## src/rtl/pcileech_com_pkg.sv

```systemverilog
// Shared types and constants for the COM receive packer.
package pcileech_com_pkg;

  typedef enum logic [1:0] {
    ST_WAIT = 2'd0,
    ST_INIT = 2'd1,
    ST_RUN  = 2'd2
  } com_state_t;

  localparam logic [31:0] SYNC_WORD_DEFAULT = 32'h66665555;
  localparam int unsigned CNT_W             = 16;

  function automatic logic [CNT_W-1:0] sat_inc(input logic [CNT_W-1:0] v);
    return (v == '1) ? v : v + 1'b1;
  endfunction

endpackage

```

## src/rtl/pcileech_com_rxpack_if.sv

```systemverilog
// Inbound 32-bit stream and outbound packed-word stream of the COM receive packer.
interface pcileech_com_rxpack_if #(
  parameter int unsigned WORDS = 2
);
  logic [31:0]         in_data;
  logic                in_valid;
  logic                in_ready;
  logic [WORDS*32-1:0] out_data;
  logic                out_valid;
  logic                out_ready;

  modport master (
    output in_data, in_valid, out_ready,
    input  in_ready, out_data, out_valid
  );

  modport slave (
    input  in_data, in_valid, out_ready,
    output in_ready, out_data, out_valid
  );
endinterface

```

## src/rtl/pcileech_com_sfifo.sv

```systemverilog
// Synchronous first-word-fall-through FIFO; pointers carry one extra wrap bit.
module pcileech_com_sfifo #(
  parameter int unsigned WIDTH = 64,
  parameter int unsigned DEPTH = 4
) (
  input  logic             clk,
  input  logic             rst_n,
  input  logic             push,
  input  logic [WIDTH-1:0] wdata,
  output logic             full,
  input  logic             pop,
  output logic [WIDTH-1:0] rdata,
  output logic             empty
);
  localparam int unsigned AW = $clog2(DEPTH);

  logic [WIDTH-1:0] mem [DEPTH];
  logic [AW:0]      wr_ptr;
  logic [AW:0]      rd_ptr;
  logic             do_push;
  logic             do_pop;

  assign empty   = (wr_ptr == rd_ptr);
  assign full    = (wr_ptr[AW] != rd_ptr[AW]) && (wr_ptr[AW-1:0] == rd_ptr[AW-1:0]);
  assign do_pop  = pop && !empty;
  // a pop in the same cycle frees the slot, so push into a full FIFO still lands
  assign do_push = push && (!full || do_pop);
  assign rdata   = empty ? '0 : mem[rd_ptr[AW-1:0]];

  always_ff @(posedge clk or negedge rst_n) begin
    if (!rst_n) begin
      wr_ptr <= '0;
      rd_ptr <= '0;
    end else begin
      if (do_push) wr_ptr <= wr_ptr + 1'b1;
      if (do_pop)  rd_ptr <= rd_ptr + 1'b1;
    end
  end

  always_ff @(posedge clk) begin
    if (do_push) mem[wr_ptr[AW-1:0]] <= wdata;
  end

endmodule

```

## src/rtl/pcileech_com_rxpack.sv

```systemverilog
// COM receive packer: boot-word injection, 32-bit lane packing with
// double-marker resync, and an output FIFO.
module pcileech_com_rxpack
  import pcileech_com_pkg::*;
#(
  parameter int unsigned WORDS      = 2,
  parameter int unsigned FIFO_DEPTH = 4,
  parameter int unsigned INIT_DEPTH = 5,
  parameter int unsigned INIT_DELAY = 16,
  parameter logic [31:0] SYNC_WORD  = SYNC_WORD_DEFAULT
) (
  input  logic                    clk,
  input  logic                    rst_n,
  input  logic [((INIT_DEPTH > 0) ? INIT_DEPTH : 1)*WORDS*32-1:0] init_words,
  pcileech_com_rxpack_if.slave    bus,
  output logic [1:0]              state,
  output logic [CNT_W-1:0]        resync_cnt,
  output logic [CNT_W-1:0]        drop_cnt
);
  localparam int unsigned WW     = WORDS * 32;
  localparam int unsigned IDEP   = (INIT_DEPTH > 0) ? INIT_DEPTH : 1;
  localparam int unsigned IDX_W  = (IDEP > 1) ? $clog2(IDEP) : 1;
  localparam int unsigned DLY_W  = $clog2(INIT_DELAY + 2);
  localparam int unsigned LANE_W = $clog2(WORDS);

  com_state_t        st;
  logic [DLY_W-1:0]  dly_cnt;
  logic [IDX_W-1:0]  init_idx;
  logic [LANE_W-1:0] lane;
  logic [31:0]       prev_word;
  logic [WW-1:0]     pack;
  logic              pack_push;

  logic [WW-1:0]     init_arr [IDEP];
  logic [WW-1:0]     init_word;
  logic              init_zero;
  logic              init_step;
  logic              init_push;
  logic              delay_done;
  logic              fifo_full;
  logic              fifo_empty;
  logic              in_ready;
  logic              accept;
  logic              resync;

  for (genvar k = 0; k < IDEP; k++) begin : g_init
    assign init_arr[k] = init_words[k*WW +: WW];
  end

  assign init_word  = init_arr[init_idx];
  assign init_zero  = (init_word == '0);
  // zero words are skipped even while the FIFO is full
  assign init_step  = (st == ST_INIT) && (init_zero || !fifo_full);
  assign init_push  = (st == ST_INIT) && !init_zero && !fifo_full;
  assign delay_done = (32'(dly_cnt) + 32'd1) >= INIT_DELAY;

  assign in_ready     = (st == ST_RUN) && !fifo_full;
  assign accept       = bus.in_valid && in_ready;
  assign resync       = (bus.in_data == SYNC_WORD) && (prev_word == SYNC_WORD);
  assign bus.in_ready = in_ready;
  assign bus.out_valid = !fifo_empty;
  assign state        = st;

  always_ff @(posedge clk or negedge rst_n) begin
    if (!rst_n) begin
      st         <= ST_WAIT;
      dly_cnt    <= '0;
      init_idx   <= '0;
      lane       <= '0;
      prev_word  <= '0;
      pack       <= '0;
      pack_push  <= 1'b0;
      resync_cnt <= '0;
      drop_cnt   <= '0;
    end else begin
      pack_push <= 1'b0;

      case (st)
        ST_WAIT: begin
          dly_cnt <= dly_cnt + 1'b1;
          if (delay_done) st <= (INIT_DEPTH == 0) ? ST_RUN : ST_INIT;
        end
        ST_INIT: begin
          if (init_step) begin
            init_idx <= init_idx + 1'b1;
            if (init_idx == IDX_W'(INIT_DEPTH - 1)) st <= ST_RUN;
          end
        end
        default: ;
      endcase

      if (bus.in_valid && !in_ready) drop_cnt <= sat_inc(drop_cnt);

      if (accept) begin
        if (resync) begin
          lane       <= '0;
          prev_word  <= '0;
          resync_cnt <= sat_inc(resync_cnt);
        end else begin
          pack      <= {pack[WW-33:0], bus.in_data};
          prev_word <= bus.in_data;
          if (lane == LANE_W'(WORDS - 1)) begin
            lane      <= '0;
            pack_push <= 1'b1;
          end else begin
            lane <= lane + 1'b1;
          end
        end
      end
    end
  end

  // init pushes and pack pushes never overlap: pack pushes only follow RUN-state accepts
  pcileech_com_sfifo #(
    .WIDTH (WW),
    .DEPTH (FIFO_DEPTH)
  ) u_fifo (
    .clk   (clk),
    .rst_n (rst_n),
    .push  (init_push || pack_push),
    .wdata (pack_push ? pack : init_word),
    .full  (fifo_full),
    .pop   (bus.out_ready),
    .rdata (bus.out_data),
    .empty (fifo_empty)
  );

endmodule
```

## src/flat_wrapper.sv

```systemverilog
// flat-port wrapper written by rule: the top's interface ports become plain ports
module pcileech_com_rxpack_flat import pcileech_com_pkg::*;
#(
  parameter int unsigned WORDS      = 2,
  parameter int unsigned FIFO_DEPTH = 4,
  parameter int unsigned INIT_DEPTH = 5,
  parameter int unsigned INIT_DELAY = 16,
  parameter logic [31:0] SYNC_WORD  = SYNC_WORD_DEFAULT
)
  (clk, rst_n, init_words, state, resync_cnt, drop_cnt, bus_in_data, bus_in_valid, bus_out_ready, bus_in_ready, bus_out_data, bus_out_valid);
  pcileech_com_rxpack_if #(.WORDS(WORDS)) bus_i ();
  input  logic clk;
  input  logic rst_n;
  input  logic [((INIT_DEPTH > 0) ? INIT_DEPTH : 1)*WORDS*32-1:0] init_words;
  output logic [1:0] state;
  output logic [CNT_W-1:0] resync_cnt;
  output logic [CNT_W-1:0] drop_cnt;
  input wire logic [$bits(bus_i.in_data)-1:0] bus_in_data;
  input wire logic [$bits(bus_i.in_valid)-1:0] bus_in_valid;
  input wire logic [$bits(bus_i.out_ready)-1:0] bus_out_ready;
  output wire logic [$bits(bus_i.in_ready)-1:0] bus_in_ready;
  output wire logic [$bits(bus_i.out_data)-1:0] bus_out_data;
  output wire logic [$bits(bus_i.out_valid)-1:0] bus_out_valid;
  assign bus_i.in_data = bus_in_data;
  assign bus_i.in_valid = bus_in_valid;
  assign bus_i.out_ready = bus_out_ready;
  assign bus_in_ready = bus_i.in_ready;
  assign bus_out_data = bus_i.out_data;
  assign bus_out_valid = bus_i.out_valid;
  pcileech_com_rxpack #(.WORDS(WORDS), .FIFO_DEPTH(FIFO_DEPTH), .INIT_DEPTH(INIT_DEPTH), .INIT_DELAY(INIT_DELAY), .SYNC_WORD(SYNC_WORD)) u_core (.clk(clk), .rst_n(rst_n), .init_words(init_words), .bus(bus_i), .state(state), .resync_cnt(resync_cnt), .drop_cnt(drop_cnt));
endmodule
```

## config.mk

```make
export PLATFORM = sky130hd
export DESIGN_NAME = pcileech_com_rxpack_flat
export DESIGN_NICKNAME = d
export VERILOG_FILES = /design/src/rtl/pcileech_com_pkg.sv /design/src/rtl/pcileech_com_rxpack_if.sv /design/src/rtl/pcileech_com_sfifo.sv /design/src/rtl/pcileech_com_rxpack.sv /design/src/flat_wrapper.sv
export SDC_FILE = /design/constraint.sdc
export NUM_CORES = 1
export LEC_CHECK = 0
export ABC_AREA = 1
export CORE_MARGIN = 2
export CORE_UTILIZATION = 41
export CTS_BUF_LIST = sky130_fd_sc_hd__clkbuf_16
export DETAILED_ROUTE_END_ITERATION = 8
export PLACE_DENSITY = 0.7
export SYNTH_ARGS = -nofsm -noshare
export SYNTH_HDL_FRONTEND = slang
export SYNTH_SLANG_ARGS = --single-unit
```

## constraint.sdc

```tcl
create_clock -name clk -period 5.1 [get_ports clk]
set_input_delay 0.51 -clock clk [delete_from_list [all_inputs] [get_ports clk]]
set_output_delay 0.51 -clock clk [all_outputs]
set_load 0.02 [all_outputs]
```

==> flow_metrics.env <==
export IMPL_cts_made_buffers=42
export IMPL_worstPathMaxFanout=71
export IMPL_p_sw_mw=3.49
export IMPL_hold_class="in2async"
export IMPL_slew_headroom_pct=15.3
export IMPL_p_comb_share_pct=35.5
export IMPL_gp_congestion=1.02
export IMPL_initial_utilization_pct=41.5
export IMPL_insertion_delay_ns=0.58
export IMPL_avgSynthCellArea_sq_um=8.70
export IMPL_synth_distinct_cells=34
export IMPL_drive_gt1_share_pct=3.87
export IMPL_grt_max_degree=130
export IMPL_grt_pass1_wl_um=108000
export IMPL_numClockSinks=402
export IMPL_synth_warnings=0
export IMPL_dp_slack_ns=1.33
export IMPL_drcViolationCount=0
export IMPL_fillers=4334
export IMPL_max_slew_worst_pin_slew_ns=1.27
export IMPL_nets=3022
export IMPL_dp_cells=3227
export IMPL_cts_tree="built"
export IMPL_synth_nets=2638
export IMPL_min_period_ns=3.83
export IMPL_postCtsHoldBufs=0
export IMPL_rows=80
export IMPL_stdcell_area_sq_um=26100
export IMPL_port_buffers=455
export IMPL_first_pass_iters=9
export IMPL_cts_resized=0
export IMPL_coreArea_sq_um=47600
export IMPL_rsz0062_at_grt="false"
export IMPL_cts_buffer_depth=3
export IMPL_final_cells=3314
export IMPL_synth_main_ff_cell="edfxtp_1"
export IMPL_intPower_mw=6.77
export IMPL_drt_iter0_markers=2028
export IMPL_via_per_inst=5.50
export IMPL_grt_pass1_vias=17415
export IMPL_wl_per_cell_um=22.2
export IMPL_crit_chain="buf_4, nand2_1, nand3_1, nand3_1, nand2_1, nor2_1, nand2_1, nor2_1, nand2_1, nor2_1, nand2_1, nand2_1, nand2_2, nand2_4, nor2_4, buf_12"
export IMPL_start_kind="register"
export IMPL_grt_usage_pct=28.9
export IMPL_htreeDepth=2
export IMPL_max_freq_ghz=0.261
export IMPL_cp_slowest_cell="dfrtp_4"
export IMPL_vias=18217
export IMPL_dieArea_sq_um=50000
export IMPL_synthesis_area_sq_um=19800
export IMPL_final_common_cell="nand2_1"
export IMPL_sw_frac_of_total_pct=34.0
export IMPL_postLayoutSetupSlackWorst_ns=1.27
export IMPL_end_kind="register"
export IMPL_root_buffer="clkbuf_16"
export IMPL_routed_wl_um=73600
export IMPL_setup_violations=0
export IMPL_fin_crit_sh_pct=75.2
export IMPL_utilization_pct=54.7
export IMPL_hold_violations=0
export IMPL_required_ns=5.33
export IMPL_cts_setup_buffers=0
export IMPL_synth_edf_count=256
export IMPL_ant_nets=0
export IMPL_die_h_um=224
export IMPL_seq_power_share_pct=35.3
export IMPL_outcome="completed"
export IMPL_mostFrequentLayoutCells="669 x nand2_1, 454 x clkdlybuf4s50_1, 256 x edfxtp_1"
export IMPL_worstSetupPathType="reg2reg"
export IMPL_path_common_cell="nand2_1"
export IMPL_power_density_nw_per_um2=394
export IMPL_syn_inst=2272
export IMPL_setup_tns_ns=0
export IMPL_dieWidth_um=224
export IMPL_grt_antenna_before_repair=10
export IMPL_fin_skew_ns=0.0371
export IMPL_clkTransAtPathRegs_ns=0.06
export IMPL_cap_violations=0
export IMPL_peakVddDrop_v=0.000306
export IMPL_pwr_share_clk_pct=29.2
export IMPL_syn2layout_area_growth_pct=32.0
export IMPL_dp_hpwl_um=54300
export IMPL_power_leakage_nw=10.8
export IMPL_synthArstFlopShare_pct=36.3
export IMPL_critical_path_max_stage_delay_ns=0.85
export IMPL_arrival_ns=4.06
export IMPL_io_pins=456
export IMPL_slew_viol_final=0
export IMPL_dpl_instance_area_sq_um=24700
export IMPL_ys_seq_elements=402
export IMPL_ys_seq_area_share_pct=57.4
export IMPL_grt_overflow_total=0
routing by layer:
layer	routed length, um	track usage, %	up-vias	share of wire, %
met5	13	0	-	0.018
met4	2330	10.0	2	3.2
met3	6710	5.46	123	9.1
met2	34200	46.2	930	46
met1	30300	39.7	8811	41
li1	-	-	8351	-
worst max-delay path, delay by kind of cell, from the launching register on:
| family | cells | cell delay, ns |
|---|---|---|
| simple gates | 14 | 1.51 |
| buf+inv | 2 | 1.04 |
| flops | 1 | 0.85 |
per-stage QoR:
step	hold WS, ns	power, mW
after floorplan	0.214	5.62
after CTS	0.105	10.3
after global routing	0.130	10.8
after detailed placement	0.467	7.35
after global placement	0.464	7.29
final	0.0483	10.3
path summary, 6_finish.rpt:
path	from	to	slack, ns	cells after the start
worst max-delay path	u_core.init_idx[0]	u_core.u_fifo.mem[1][41]	1.27	16
worst max register to register	u_core.init_idx[0]	u_core.u_fifo.mem[1][41]	1.27	16
min in group clk	u_core.prev_word[17]	u_core.prev_word[17]	0.48	2
max in group asynchronous	rst_n	u_core.drop_cnt[4]	3.96	2
worst min-delay path	rst_n	u_core.pack[20]	0.05	1
worst min register to register	u_core.prev_word[17]	u_core.prev_word[17]	0.48	2
cells in the mapped netlist, types with 14 or more instances:
cell type    n  area (sq um)
xor2_1      24           210
dfrtp_1    146          3650
nor3_1      14          70.1
buf_2       38           190
edfxtp_1   256          7690
nand4_1     17           106
clkbuf_1    68           255
nand2_1    669          2510
buf_1       18          67.6
nand3_1    216          1080
o22ai_1     64           400
xnor2_1     15           131
nor2_1     231           867
inv_1      158           593
a31oi_1     32           200
o21ai_0    244          1220
power groups by stage:
stage,clock [mW],sequential (mW),combinational (mW)
after global routing,3.17,3.63,3.95
after CTS,3.03,3.62,3.67
after global placement,0,3.68,3.61
after floorplan,0,3.70,1.92
after detailed placement,0,3.69,3.66
final,3.00,3.63,3.64
cell type report:
type	count	area, sq um	share of cell area (%)
Sequential cell	402	11300	43.5
Multi-Input combinational cell	1571	7190	27.6
Timing Repair Buffer	477	4780	18.3
Clock buffer	42	1050	4.03
Tap cell	615	769	2.95
Inverter	162	612	2.35
Clock inverter	36	303	1.16
Antenna cell	9	22.5	0.0864
kinds of logic after synthesis:
family,Yosys count,share of synthesized area [%]
AO/OA/AOI/OAI,353,9.56
multiplexers,1,0.0570
flip-flops,402,57.4
buffers and inverters,299,6.38
adder cells (fa/ha/maj),10,0.633
XOR/XNOR,39,1.73
AND/OR/NAND/NOR,1168,24.2
sequential cells by signal (all words and copies together) (netlist names), 2 cells and up:
name,cells
u_core.u_fifo.rd_ptr,3
u_core.resync_cnt,16
u_core.pack,64
u_core.prev_word,32
u_core.dly_cnt,5
u_core.drop_cnt,16
u_core.u_fifo.wr_ptr,3
u_core.u_fifo.mem,256
u_core.init_idx,3
u_core.state,2
No activity file was read; power rests on OpenSTA's default activity.
